$ cat src/rtl/mac_pkg.sv
// Shared MAC transmit definitions: scheduler FSM encoding and XGMII lane count.
package mac_pkg;

    localparam int XGMII_LANES = 4;

    typedef enum logic [1:0] {
        ST_IDLE  = 2'd0,
        ST_GRANT = 2'd1,
        ST_BUSY  = 2'd2,
        ST_IFG   = 2'd3
    } tx_sched_state_t;

endpackage

$ cat src/rtl/xgmii_pause_timer.sv
// 802.3x PAUSE timer: quanta counter plus a per-quantum word sub-counter.
// Data is considered paused while the quanta count is non-zero.
module xgmii_pause_timer #(
    parameter int QUANTA_WORDS = 16
) (
    input  logic        clk_i,
    input  logic        rst_ni,
    input  logic        pause_load_i,
    input  logic [15:0] pause_quanta_i,
    output logic        data_paused_o
);

    localparam int SUB_W = (QUANTA_WORDS > 1) ? $clog2(QUANTA_WORDS) : 1;
    localparam logic [SUB_W-1:0] SUB_RELOAD = SUB_W'(QUANTA_WORDS - 1);

    logic [15:0]      quanta_q, quanta_d;
    logic [SUB_W-1:0] sub_q, sub_d;

    // Next count: a fresh PAUSE frame always overrides the running countdown.
    always_comb begin
        quanta_d = quanta_q;
        sub_d    = sub_q;
        if (pause_load_i) begin
            quanta_d = pause_quanta_i;
            sub_d    = SUB_RELOAD;
        end else if (quanta_q != 16'd0) begin
            if (sub_q == '0) begin
                quanta_d = quanta_q - 16'd1;
                sub_d    = SUB_RELOAD;
            end else begin
                sub_d = sub_q - 1'b1;
            end
        end
    end

    // Counter registers.
    always_ff @(posedge clk_i or negedge rst_ni) begin
        if (!rst_ni) begin
            quanta_q <= 16'd0;
            sub_q    <= '0;
        end else begin
            quanta_q <= quanta_d;
            sub_q    <= sub_d;
        end
    end

    assign data_paused_o = (quanta_q != 16'd0);

endmodule

$ cat src/rtl/xgmii_tx_scheduler.sv
// XGMII TX scheduler: arbitrates control (priority) and data frames onto the
// TX engine, enforces the inter-frame gap in words and honours XGMII
// back-pressure and received PAUSE quanta.
// Optional build macro XGMII_TX_SCHED_DIC_EN enables deficit idle count.
//
// state | meaning
// IDLE  | waiting for a request; held while XGMII back-pressure is active
// GRANT | single cycle with the chosen grant asserted
// BUSY  | frame in flight, waiting for the word carrying /T/
// IFG   | counting idle words down to zero (frozen by back-pressure)
module xgmii_tx_scheduler
    import mac_pkg::*;
#(
    parameter int IFG_BYTES    = 12,
    parameter int QUANTA_WORDS = 16
) (
    input  logic        clk,
    input  logic        i_reset_n,
    input  logic        i_ctrl_req,
    output logic        o_ctrl_gnt,
    input  logic        i_data_req,
    output logic        o_data_gnt,
    input  logic        i_tx_done,
    input  logic [1:0]  i_tx_term_lane,
    input  logic        i_xgmii_pause,
    input  logic        i_rx_pause_valid,
    input  logic [15:0] i_rx_pause_quanta,
    output logic        o_tx_busy,
    output logic        o_data_paused
);

    tx_sched_state_t state_q, state_d;
    logic [5:0]      gap_cnt_q, gap_cnt_d;
    logic            ctrl_gnt_q, ctrl_gnt_d;
    logic            data_gnt_q, data_gnt_d;
    logic            tx_busy_q;
    logic            data_paused;

    logic [1:0]      idle_tail;
    logic [6:0]      gap_e;
    logic [4:0]      gap_f;
    logic [1:0]      gap_r;
    logic [5:0]      gap_n;

    // Bytes still owed after the idle lanes that follow /T/ in its own word.
    assign idle_tail = 2'(XGMII_LANES - 1) - i_tx_term_lane;
    assign gap_e     = 7'(IFG_BYTES) - {5'd0, idle_tail};
    assign gap_f     = gap_e[6:2];
    assign gap_r     = gap_e[1:0];

`ifdef XGMII_TX_SCHED_DIC_EN
    logic [1:0] dic_q, dic_d, dic_next;
    logic [2:0] dic_sum;

    assign dic_sum = {1'b0, dic_q} + {1'b0, gap_r};

    // Round down while the accumulated deficit fits in three bytes, else
    // round up and pay the deficit back.
    always_comb begin
        gap_n    = {1'b0, gap_f};
        dic_next = dic_q;
        if (gap_r != 2'd0) begin
            dic_next = dic_sum[1:0];
            if (dic_sum > 3'd3) begin
                gap_n = {1'b0, gap_f} + 6'd1;
            end
        end
    end

    // Deficit register, only advanced when a frame actually terminates.
    always_ff @(posedge clk or negedge i_reset_n) begin
        if (!i_reset_n) begin
            dic_q <= 2'd0;
        end else begin
            dic_q <= dic_d;
        end
    end
`else
    assign gap_n = {1'b0, gap_f} + {5'd0, (gap_r != 2'd0)};
`endif

    xgmii_pause_timer #(
        .QUANTA_WORDS (QUANTA_WORDS)
    ) u_pause_timer (
        .clk_i          (clk),
        .rst_ni         (i_reset_n),
        .pause_load_i   (i_rx_pause_valid),
        .pause_quanta_i (i_rx_pause_quanta),
        .data_paused_o  (data_paused)
    );

    // Next-state and registered-grant decode.
    always_comb begin
        state_d    = state_q;
        gap_cnt_d  = gap_cnt_q;
        ctrl_gnt_d = 1'b0;
        data_gnt_d = 1'b0;
`ifdef XGMII_TX_SCHED_DIC_EN
        dic_d      = dic_q;
`endif
        case (state_q)
            ST_IDLE: begin
                if (!i_xgmii_pause) begin
                    if (i_ctrl_req) begin
                        state_d    = ST_GRANT;
                        ctrl_gnt_d = 1'b1;
                    end else if (i_data_req && !data_paused) begin
                        state_d    = ST_GRANT;
                        data_gnt_d = 1'b1;
                    end
                end
            end
            ST_GRANT: begin
                state_d = ST_BUSY;
            end
            ST_BUSY: begin
                if (i_tx_done) begin
`ifdef XGMII_TX_SCHED_DIC_EN
                    dic_d = dic_next;
`endif
                    if (gap_n == 6'd0) begin
                        state_d = ST_IDLE;
                    end else begin
                        gap_cnt_d = gap_n;
                        state_d   = ST_IFG;
                    end
                end
            end
            ST_IFG: begin
                if (!i_xgmii_pause) begin
                    gap_cnt_d = gap_cnt_q - 6'd1;
                    if (gap_cnt_q == 6'd1) begin
                        state_d = ST_IDLE;
                    end
                end
            end
            default: begin
                state_d = ST_IDLE;
            end
        endcase
    end

    // State, gap counter and output registers.
    always_ff @(posedge clk or negedge i_reset_n) begin
        if (!i_reset_n) begin
            state_q    <= ST_IDLE;
            gap_cnt_q  <= 6'd0;
            ctrl_gnt_q <= 1'b0;
            data_gnt_q <= 1'b0;
            tx_busy_q  <= 1'b0;
        end else begin
            state_q    <= state_d;
            gap_cnt_q  <= gap_cnt_d;
            ctrl_gnt_q <= ctrl_gnt_d;
            data_gnt_q <= data_gnt_d;
            tx_busy_q  <= (state_d != ST_IDLE);
        end
    end

    assign o_ctrl_gnt    = ctrl_gnt_q;
    assign o_data_gnt    = data_gnt_q;
    assign o_tx_busy     = tx_busy_q;
    assign o_data_paused = data_paused;

endmodule
$ cat config.mk
export PLATFORM = sky130hd
export DESIGN_NAME = xgmii_tx_scheduler
export DESIGN_NICKNAME = d
export VERILOG_FILES = /design/src/rtl/mac_pkg.sv /design/src/rtl/xgmii_pause_timer.sv /design/src/rtl/xgmii_tx_scheduler.sv
export SDC_FILE = /design/constraint.sdc
export NUM_CORES = 1
export LEC_CHECK = 0
export CORE_UTILIZATION = 40
export CTS_CLUSTER_SIZE = 12
export DETAILED_ROUTE_END_ITERATION = 16
export PLACE_DENSITY_LB_ADDON = 0.15
export SKIP_LAST_GASP = 1
export SYNTH_ARGS = -nofsm -noshare
export SYNTH_HDL_FRONTEND = slang
export SYNTH_SLANG_ARGS = --single-unit
export TNS_END_PERCENT = 20
$ cat constraint.sdc
create_clock -name clk -period 6.1 [get_ports clk]
set_input_delay 1.83 -clock clk [delete_from_list [all_inputs] [get_ports clk]]
set_output_delay 1.83 -clock clk [all_outputs]
set_load 0.02 [all_outputs]
==> metrics.md <==
| Metric | Value |
|---|---|
| Post-synth top area cell | dfrtp_1 |
| Post-DP HPWL | 2869 um |
| Die Width | 71.02 um |
| Core ar. | 0.004474 sq mm |
| Area growth, synth to finish | 19.76% |
| Sequential area share after synthesis | 40.71% |
| Worst slack, placed | 2.199 ns |
| Worst-Margin Slew | 0.6849 ns |
| Commonest cells post-synth | 31 x dfrtp_1, 24 x nor2_1, 15 x inv_1, 11 x a31oi_1, 10 x o21ai_0 |
| Final hold violation count | 0 |
| Rel. slew slack | 54.29% |
| RSZ-0062 raised after global routing | false |
| Setup ws final | 1.885 ns |
| Sequential share of power | 48.9% |
| First-pass GRT wire length | 7348 um |
| Initial antenna violation count | 0 |
| Share of flip-flops with an asynchronous set or reset | 100.0% |
| Failing checks | DRC |
| Design area | 0.002282 sq mm |
| Syn Nets | 236 |
| Post-synth top area share | 40.71% |
| Largest net degree at the start of global routing | 32 |
| Drt pass-1 iters | 10 |
| Routed wire length per instance | 14.41 um |
| Setup violations, final | 0 |
| Synthesized flop and latch total | 31 |
| Post-cts sizing count | 0 |
| Pint | 386.9 uW |
| # DRC | 3 |
| Gate power share | 23.5% |
| Total length of routed wires | 4092 um |
| Worst min path class | reg -> reg |
| Number of synthesized flops with an enable pin | 0 |
| Port buffer count | 26 |
| DIE HEIGHT | 71.02 um |
| FP Rows | 24 |
| Die ar. | 0.005044 sq mm |
| Synth cell types | 55 |
| Grt total ovfl | 0 |
| Sw Share | 32.71% |
| Clock skew | 0.001970 ns |
| Slew Viols, Final | 0 |
| Via count | 1625 |
| Placed standard-cell area | 0.002197 sq mm |
| Leak Pwr | 0.0009097 uW |
| Layout Nets | 262 |
| Vias in the first global route | 1571 |
| Minimum clock period | 4.215 ns |
| Synth warn | 0 |
| Status | complete, but fails checks |
| CP Class | reg -> out |
| Layout cells sized above 1 | 9.914% |
| Cell Area, Synth | 0.001906 sq mm |
| Diode count | 0 |
| Hold buffers post-CTS | 0 |
| I/O Pins | 29 |
| CTS max path bufs | 2 |
| Critical path startpoint category | flip-flop |
| Tcrit/Tclk final | 69.10% |
| CTS Sinks | 31 |
| Max-Cap Viols | 0 |
| Clock Power Share | 27.6% |
| Vias per inst | 5.722 |
| CTS buffer count | 5 |
| CP Capture Type | output pin |
| Fmax achieved | 237.3 MHz |
| GPL Wtd Cong | 0.7634 |
| H-tree level count | 2 |
| P per Cell Area | 251.9 mW/mm^2 |
| GR Util All Layers | 18.42% |
| CP Max Fanout | 12 |
| Initial DRC count | 87 |
| Setup Buffers After CTS | 0 |
| CTS tree | built |
| Area contributors post-synth | dfrtp_1 41%, nor2_1 4.7%, ha_1 3.9% |
| Worst EP arrival | 2.38 ns |
| Synth Flop Type | dfrtp_1 |
| Starting Density | 42.59% |
| Syn_area_per_cell | 9.296 sq um |
| CP Data Required Time | 4.27 ns |
| Remaining antenna violation count | 0 |
| Most frequent cell after synthesis | dfrtp_1 |
| Final hold slack | 0.5405 ns |
| Clock transition at path regs | 0.07 ns |
| Setup TNS | 0 ns |
| Maximum VDD drop | 0.09267 mV |
| Filler cells | 425 |
| Synthesized netlist cell count | 205 |
| Worst-skew pair later-pin latency | 0.28 ns |
| Net Sw Power | 188.0 uW |
| Root Driver | clkbuf_8 |
## state kept, by name (all words and copies together), names as in the netlist
name	flops
u_pause_timer.quanta_q	16
state_q	2
u_pause_timer.sub_q	4
o_data_gnt	1
o_ctrl_gnt	1
o_tx_busy	1
gap_cnt_q	6
## worst paths after layout
path                            cells after the start                                     end  slack (ns)                                  start
worst max register to register                      6   u_pause_timer.quanta_q[9]$_DFFE_PN0P_        4.06     u_pause_timer.sub_q[0]$_DFFE_PN0P_
worst min register to register                      2                gap_cnt_q[5]$_DFFE_PN0P_        0.54               gap_cnt_q[5]$_DFFE_PN0P_
max in group asynchronous                           2  u_pause_timer.quanta_q[13]$_DFFE_PN0P_        3.87                              i_reset_n
worst min-delay path                                2                gap_cnt_q[5]$_DFFE_PN0P_        0.54               gap_cnt_q[5]$_DFFE_PN0P_
worst max-delay path                                6                           o_data_paused        1.89  u_pause_timer.quanta_q[0]$_DFFE_PN0P_
min in group asynchronous                           2                gap_cnt_q[1]$_DFFE_PN0P_        1.94                              i_reset_n
## critical path: stages (launching register included)
cell and delay [ns]:
dfrtp_1 0.44, inv_1 0.12, ha_1 0.25, nor4b_1 0.25
and4_4 0.35, inv_2 0.13, clkdlybuf4s50_1 0.55
## power groups by stage
| stage | Sequential [uW] | Clock [uW] | Combinational, uW |
|---|---|---|---|
| after floorplan | 274 | 0 | 96.5 |
| after global placement | 283 | 0 | 134 |
| after detailed placement | 285 | 0 | 134 |
| after CTS | 281 | 164 | 136 |
| after global routing | 289 | 174 | 156 |
| final | 281 | 159 | 135 |
## through the flow
step / total power [uW] / cells / util (%)
floorplan: 371.0 / 205 / -
global placement: 416.9 / 276 / 49.11
detailed placement: 418.9 / 276 / 49.11
CTS: 580.7 / 284 / 51.01
global route: 618.7 / 284 / 51.01
finish: 574.9 / 284 / 51.01
## cell families after synthesis
group	synth area share (%)
DFF	40.71
muxes	0.5909
and+or+nand+nor	29.15
buffers and inverters	5.318
AOI/OAI and AO/OA	18.91
xor gates and xnor gates	1.379
adders and majority gates	3.939
## per-layer routing
| layer | share of wire [%] | global-route usage, % | vias to the layer above |
|---|---|---|---|
| met5 | 0 | 0 | - |
| met4 | 0.90 | 4.889 | 0 |
| met3 | 4.1 | 4.843 | 4 |
| met2 | 43 | 28.31 | 36 |
| met1 | 52 | 25.87 | 768 |
| li1 | - | - | 817 |
## area by class of cell
class                   count  area, sq um  share of cell area, %
inverters                  16        60.06                  2.632
repair buffers             27        267.8                  11.73
clock inverters             2        12.51                 0.5482
well taps                  52        65.06                  2.851
multi-input cells         150         1028                  45.07
flip-flops and latches     31        775.7                  33.99
clock buffers               6        72.57                  3.180
## cells in the final DEF, fill, tap and decap left out, drive strengths merged, types with 6 or more instances in the layout
cell           count
nor2              24
clkdlybuf4s50     26
dfrtp             31
ha                 6
o21ai             11
nand2              8
nor3               9
inv               16
a31oi             11
nor4               6
nand4              6
clkbuf             6
No activity file was read; power rests on OpenSTA's default activity.
